$ cat src/rtl/lfsr_prng_if.sv
// Handshake bundle between an LFSR pseudo-random source and its consumer.
//   en, load, seed, rnd_ready : consumer -> generator
//   rnd_valid, rnd_data       : generator -> consumer (valid/ready stream)
//   wrap, lockup              : generator status flags
// master = consumer side, slave = generator side.
interface lfsr_prng_if #(
  parameter int unsigned WIDTH = 4
);
  logic             en;
  logic             load;
  logic [WIDTH-1:0] seed;
  logic             rnd_ready;
  logic             rnd_valid;
  logic [WIDTH-1:0] rnd_data;
  logic             wrap;
  logic             lockup;

  modport master (
    output en, load, seed, rnd_ready,
    input  rnd_valid, rnd_data, wrap, lockup
  );

  modport slave (
    input  en, load, seed, rnd_ready,
    output rnd_valid, rnd_data, wrap, lockup
  );
endinterface

$ cat src/rtl/lfsr_prng.sv
// Fibonacci XNOR LFSR pseudo-random source with valid/ready output.
// Ports:
//   clk  : clock, rising edge
//   rst  : asynchronous, active-high reset (state returns to SEED)
//   bus  : lfsr_prng_if.slave
//          en        - enables rnd_valid
//          load/seed - run-time seed install (all-ones seed is rejected)
//          rnd_ready - consumer accepts rnd_data; state advances on valid&ready
//          rnd_valid - valid_q & en & ~load
//          rnd_data  - registered LFSR state
//          wrap      - 1-cycle pulse when the step returns to the start value
//          lockup    - sticky: all-ones state seen or requested
module lfsr_prng #(
  parameter int unsigned      WIDTH = 4,
  parameter logic [WIDTH-1:0] TAPS  = WIDTH'(4'b1001),
  parameter logic [WIDTH-1:0] SEED  = '0
) (
  input  logic         clk,
  input  logic         rst,
  lfsr_prng_if.slave   bus
);

  if (WIDTH < 3 || WIDTH > 32) begin : g_bad_width
    $error("lfsr_prng: WIDTH must be 3..32");
  end
  if (!TAPS[WIDTH-1]) begin : g_bad_taps
    $error("lfsr_prng: TAPS[WIDTH-1] must be set");
  end
  if (&SEED) begin : g_bad_seed
    $error("lfsr_prng: SEED must not be all-ones");
  end

  logic [WIDTH-1:0] state_q,  state_d;
  logic [WIDTH-1:0] start_q,  start_d;
  logic             valid_q,  valid_d;
  logic             wrap_q,   wrap_d;
  logic             lockup_q, lockup_d;

  logic             fb;
  logic [WIDTH-1:0] step;
  logic             advance;

  // All-ones is the XNOR lock-up state: it maps onto itself, so it is
  // never installed and is recovered to zero if it ever appears.
  always_comb begin
    fb       = ~^(state_q & TAPS);
    step     = {state_q[WIDTH-2:0], fb};
    advance  = bus.rnd_valid & bus.rnd_ready;

    state_d  = state_q;
    start_d  = start_q;
    lockup_d = lockup_q;
    wrap_d   = 1'b0;
    valid_d  = 1'b1;

    if (bus.load) begin
      if (&bus.seed) begin
        state_d  = '0;
        start_d  = '0;
        lockup_d = 1'b1;
      end else begin
        state_d  = bus.seed;
        start_d  = bus.seed;
        lockup_d = 1'b0;
      end
    end else if (&state_q) begin
      state_d  = '0;
      lockup_d = 1'b1;
    end else if (advance) begin
      state_d = step;
      wrap_d  = (step == start_q);
    end
  end

  always_ff @(posedge clk or posedge rst) begin
    if (rst) begin
      state_q  <= SEED;
      start_q  <= SEED;
      valid_q  <= 1'b0;
      wrap_q   <= 1'b0;
      lockup_q <= 1'b0;
    end else begin
      state_q  <= state_d;
      start_q  <= start_d;
      valid_q  <= valid_d;
      wrap_q   <= wrap_d;
      lockup_q <= lockup_d;
    end
  end

  assign bus.rnd_valid = valid_q & bus.en & ~bus.load;
  assign bus.rnd_data  = state_q;
  assign bus.wrap      = wrap_q;
  assign bus.lockup    = lockup_q;

endmodule
$ cat src/flat_wrapper.sv
// flat-port wrapper written by rule: the top's interface ports become plain ports
module lfsr_prng_flat 
#(
  parameter int unsigned      WIDTH = 4,
  parameter logic [WIDTH-1:0] TAPS  = WIDTH'(4'b1001),
  parameter logic [WIDTH-1:0] SEED  = '0
)
  (clk, rst, bus_en, bus_load, bus_seed, bus_rnd_ready, bus_rnd_valid, bus_rnd_data, bus_wrap, bus_lockup);
  lfsr_prng_if #(.WIDTH(WIDTH)) bus_i ();
  input  logic clk;
  input  logic rst;
  input wire logic [$bits(bus_i.en)-1:0] bus_en;
  input wire logic [$bits(bus_i.load)-1:0] bus_load;
  input wire logic [$bits(bus_i.seed)-1:0] bus_seed;
  input wire logic [$bits(bus_i.rnd_ready)-1:0] bus_rnd_ready;
  output wire logic [$bits(bus_i.rnd_valid)-1:0] bus_rnd_valid;
  output wire logic [$bits(bus_i.rnd_data)-1:0] bus_rnd_data;
  output wire logic [$bits(bus_i.wrap)-1:0] bus_wrap;
  output wire logic [$bits(bus_i.lockup)-1:0] bus_lockup;
  assign bus_i.en = bus_en;
  assign bus_i.load = bus_load;
  assign bus_i.seed = bus_seed;
  assign bus_i.rnd_ready = bus_rnd_ready;
  assign bus_rnd_valid = bus_i.rnd_valid;
  assign bus_rnd_data = bus_i.rnd_data;
  assign bus_wrap = bus_i.wrap;
  assign bus_lockup = bus_i.lockup;
  lfsr_prng #(.WIDTH(WIDTH), .TAPS(TAPS), .SEED(SEED)) u_core (.clk(clk), .rst(rst), .bus(bus_i));
endmodule
$ cat config.mk
export PLATFORM = sky130hd
export DESIGN_NAME = lfsr_prng_flat
export DESIGN_NICKNAME = d
export VERILOG_FILES = /design/src/rtl/lfsr_prng_if.sv /design/src/rtl/lfsr_prng.sv /design/src/flat_wrapper.sv
export SDC_FILE = /design/constraint.sdc
export NUM_CORES = 1
export LEC_CHECK = 0
export ABC_AREA = 1
export CELL_PAD_IN_SITES_DETAIL_PLACEMENT = 1
export CELL_PAD_IN_SITES_GLOBAL_PLACEMENT = 1
export CORE_ASPECT_RATIO = 0.8
export CORE_MARGIN = 1
export CORE_UTILIZATION = 33
export DETAILED_ROUTE_END_ITERATION = 12
export PLACE_DENSITY_LB_ADDON = 0.1
export SLEW_MARGIN = 5
export SYNTH_ARGS = -nofsm -noshare
export SYNTH_HDL_FRONTEND = slang
export SYNTH_SLANG_ARGS = --single-unit
$ cat constraint.sdc
create_clock -name clk -period 1.46 [get_ports clk]
set_clock_uncertainty 0.15 [all_clocks]
set_input_delay 0.292 -clock clk [delete_from_list [all_inputs] [get_ports clk]]
set_output_delay 0.292 -clock clk [all_outputs]
set_load 0.005 [all_outputs]
# Word-level counts from Yosys, hierarchy flattened
# Index checks and enable logic that the tools add are counted.
[op_classes]
eq_ne = 1
n_mux = 10
bitwise = 4
n_reduce_logical = 5
[ops]
columns = ["op", "n"]
rows = [
  ["4-bit 2-to-1 mux", 4],
  ["4-bit AND reduction", 2],
  ["1-bit 2-to-1 mux", 6],
  ["4-bit == test", 1],
  ["4-bit XNOR reduction", 1],
  ["1-bit bitwise AND", 3],
  ["3-bit nonzero test", 1],
  ["2-bit nonzero test", 1],
  ["1-bit inverter", 1],
]
[word_totals]
ff_bits = 11
in_bits = 9
output_inout_bits = 7
wordCells = 25

# Longest topological paths before layout
[depth]
word_depth = 6
mapped_depth = 7
ltp_nobuf = 7

# Least setup slack after synthesis
# Ideal clock, no wire load.
[synth_timing]
kind = "register -> register"
start = "reg u_core.state_q[2] (netlist: u_core.bus.rnd_data[2])"
end = "reg u_core.state_q[1] (netlist: u_core.bus.rnd_data[1])"
arrival_ns = 0.905
t_required_ns = 1.245
path_slack_ns = 0.340
stages_incl_launch_ff = 8
path_buffers = 0
period_less_slack_ns = 1.120
path_cell_list = "dfrtp_1 -> nand2_2 -> inv_1 -> nand2_4 -> nand2_4 -> nor2_4 -> nand2_1 -> nand2_1"
[synth_between]
elab_chain_cells = 3
elab_cells_between_ends = 4
[synth_lines]
columns = ["element", "line_no", "text"]
rows = [
  ["start: declaration", "lfsr_prng.sv:33", "logic [WIDTH-1:0] state_q, state_d;"],
  ["start signal: assignment", "lfsr_prng.sv:83", "state_q <= state_d;"],
  ["4-bit AND reduction *", "lfsr_prng.sv:66", "end else if (&state_q) begin"],
  ["4-bit 2-to-1 mux", "lfsr_prng.sv:66", ""],
  ["4-bit 2-to-1 mux", "lfsr_prng.sv:56", "if (bus.load) begin"],
]
# Every way passes the cells marked *; elsewhere a longest branch is shown, timed or not.
# A chain may end at the register's enable or synchronous reset.

# Worst setup path in the final report
[layout_timing]
start = "reg u_core.valid_q"
end = "out bus_rnd_valid"
[layout_between]
elab_chain_cells = 2
[layout_lines]
columns = ["element", "line_no", "text"]
rows = [
  ["start: declaration", "lfsr_prng.sv:35", "logic valid_q, valid_d;"],
  ["start signal: assignment", "lfsr_prng.sv:85", "valid_q <= valid_d;"],
  ["1-bit bitwise AND (2 in series)", "lfsr_prng.sv:91", "assign bus.rnd_valid = valid_q & bus.en & ~bus.load;"],
  ["end: declaration", "flat_wrapper.sv:16", "output wire logic [$bits(bus_i.rnd_valid)-1:0] bus_rnd_valid;"],
]
# Every way passes these cells.

==> results.yml <==
placed_design:
  place.gp.congestion: 0.800
  io_buffers: 15
  dp_hpwl_um: 1310
  dp_cells: 130
sta:
  finalCriticalPeriod_ps: 1400
  whs_ps: 180
  finalHoldViolCount: 0
  tns_ps: 0
  rsz0062_at_grt: "no"
  layout_worst_path_cycle_share_pct: 96.0
  setup_viol: 0
  max_freq_mhz: 713
  slew_viol_final: 0
critical_path:
  crit_path_max_incr_delay_ps: 400
  r2r_start: "u_core.bus.rnd_data[0]"
  ff2ff_path_depth: 8
  crit_family: "flip-flops"
  required_ps: 1020
  ff2ff_setup_slack_ps: 160
  critical_path_class: "register to primary output"
  cp.arrival_ps: 960
  slowest_stage: "dfrtp_1"
  path_cells: "nand3_4 -> inv_1 -> clkdlybuf4s15_1"
  cp.buffers_inverters: 2
  timing.rr.end: "u_core.bus.rnd_data[2]"
  critPathCaptureType: "primary output"
  cp_max_fo: 2
  critPathLaunchType: "register"
finish:
  nets: 124
  area_growth_pct: 41.3
  final_layout_size_suffix_gt1_share_pct: 22.8
  final_cells: 138
  antenna_cells: 0
cts:
  cts_tree: "yes"
  hold_buffers: 0
  clk-insertion-delay-late_ps: 270
  numClockSinks: 11
  cts_buffers: 3
  ctsRootBufferMaster: "clkbuf_4"
  clk_pin_slew_ps: 70
  clk_path_buf_depth: 2
  htree_levels: 1
power_and_ir_drop:
  pwr-share-clk_pct: 24.7
  powerDensity_nw_per_um2: 901
  seqPwrFrac_pct: 42.6
  comb_power_share_pct: 32.7
  p_int_mw: 0.570
  ir_worst_vdd_uv: 497
  p_switching_mw: 0.263
  power_switching_share_pct: 31.6
  p_leak_nw: 0.535
synth:
  synth_mux_area_share_pct: 0
  syn_inst: 85
  synth_adder_area_share_pct: 0
  mappedNetlistArea_um2: 654
  synth-warning-count: 0
  yosys_register_bits: 11
  synth_xor_area_share_pct: 2.68
  synth-seq-area-share_pct: 42.1
  synth.avg_cell_area_um2: 7.70
  synth_nets: 94
  synth_top_family_by_area: "simple AND/OR/NAND/NOR gates"
  ys_types: 18
  synth-simple-area-share_pct: 40.0
  synth_compound_area_share_pct: 3.63
global_route:
  track_usage_pct: 19.5
  grt_max_degree: 12
  grt_pass1_vias: 604
  grt_pass1_wl_um: 2900
  antenna_found_initial: 0
  gr-total-overflow: 0
routing:
  viasPerCell: 4.49
  vias: 619
  remaining_drc_errors: 0
  drt-initial-drc-count: 14
  antenna_left: 0
  wirelength_um: 1810
  drt_first_pass_iters: 6
  wire_per_inst_um: 13.1
die:
  core_um2: 1870
  pin_count: 16
  die_area_um2: 2170
  fp.dieH_um: 41.8
  die_w_um: 51.8
  initial_utilization_pct: 34.9
  rows: 14
hold_path:
  hold_class: "primary input to async pin"
run_status:
  status: "complete, no violations"
job:
  max_cap_violations: 0
## cells in the final DEF (no fill, tap or decap)
cell,instances
a21oi_1,1
buf_4,11
clkbuf_1,1
clkbuf_4,3
clkdlybuf4s15_1,1
clkdlybuf4s15_2,1
clkdlybuf4s50_1,6
conb_1,1
dfrtp_1,11
dlygate4sd2_1,7
inv_1,11
inv_12,1
inv_2,1
nand2_1,31
nand2_2,2
nand2_4,2
nand3_1,9
nand3_4,1
nor2_1,5
nor2_2,1
nor2_4,2
o21ai_0,2
o21ai_2,1
xor2_1,2
## power by group through the flow
stage / registers [mW] / logic [mW] / clock network [mW]
after global routing: 0.358 / 0.302 / 0.230
after global placement: 0.365 / 0.251 / 0
after CTS: 0.355 / 0.278 / 0.216
after floorplan: 0.374 / 0.125 / 0
after detailed placement: 0.367 / 0.259 / 0
final: 0.355 / 0.272 / 0.206
## state kept, by name (all words and copies together), names as in the netlist
signal / cells
u_core.start_q: 4
u_core.bus.wrap: 1
u_core.valid_q: 1
u_core.bus.rnd_data: 4
u_core.bus.lockup: 1
## cells by family (layout without fill, tap and decap cells)
group | Yosys count | after routing
DFF | 11 | 11
and+or+nand+nor | 53 | 53
AOI/OAI and AO/OA | 4 | 4
buffers and inverters | 14 | 43
other | 1 | 1
xor gates and xnor gates | 2 | 2
## how the worst max path moves through the flow
stage	to	depth (start not counted)	slack, ps	start
3_5_place_dp	bus_rnd_valid	5	-560	bus_load
3_3_place_gp	bus_rnd_valid	5	-550	bus_load
5_1_grt	bus_rnd_valid	3	10	u_core.valid_q
6_report	bus_rnd_valid	3	60	u_core.valid_q
4_1_cts	bus_rnd_valid	3	50	u_core.valid_q
2_1_floorplan	u_core.bus.rnd_data[1]	7	340	u_core.bus.rnd_data[2]
## stage by stage
stage               util, %  cell area, um2  power, mW  setup WS (ps)
finish                 49.3             925      0.833           58.1
global route           49.3             925      0.891           11.5
CTS                    49.3             925      0.849           46.7
detailed placement     46.7             876      0.627           -561
global placement       46.7             876      0.616           -550
floorplan                 -             654      0.498            340
## metal layers
layer	part of all wire, %	up-vias	global-route usage (%)
li1	-	313	-
met5	0	-	0
met2	52	13	33.5
met1	44	293	22.9
met4	0	0	4.86
met3	3.3	0	6.59
## cells in the mapped netlist (all sizes together)
cell type,n,share of area (%)
inv,13,9.4
buf,1,1.7
a21oi,1,0.76
nand3,10,9.6
dfrtp,11,42
xor2,2,2.7
conb,1,0.57
nor2,8,7.3
o21ai,3,2.9
nand2,35,23
## repair_timing
item | 4_1_cts | 5_1_grt
setup endpoints to repair | 11 | 0
gates resized for setup | 12 | 0
buffers inserted | 4 | 0
## cell type report
cell class,instances,area (um2)
tap,24,30.0
multi-input combinational,60,307
timing repair buffer,26,225
inverter,13,61.3
sequential,11,275
clock buffer,4,26.3
fill,250,950
Power figures use the tool's default switching activity.
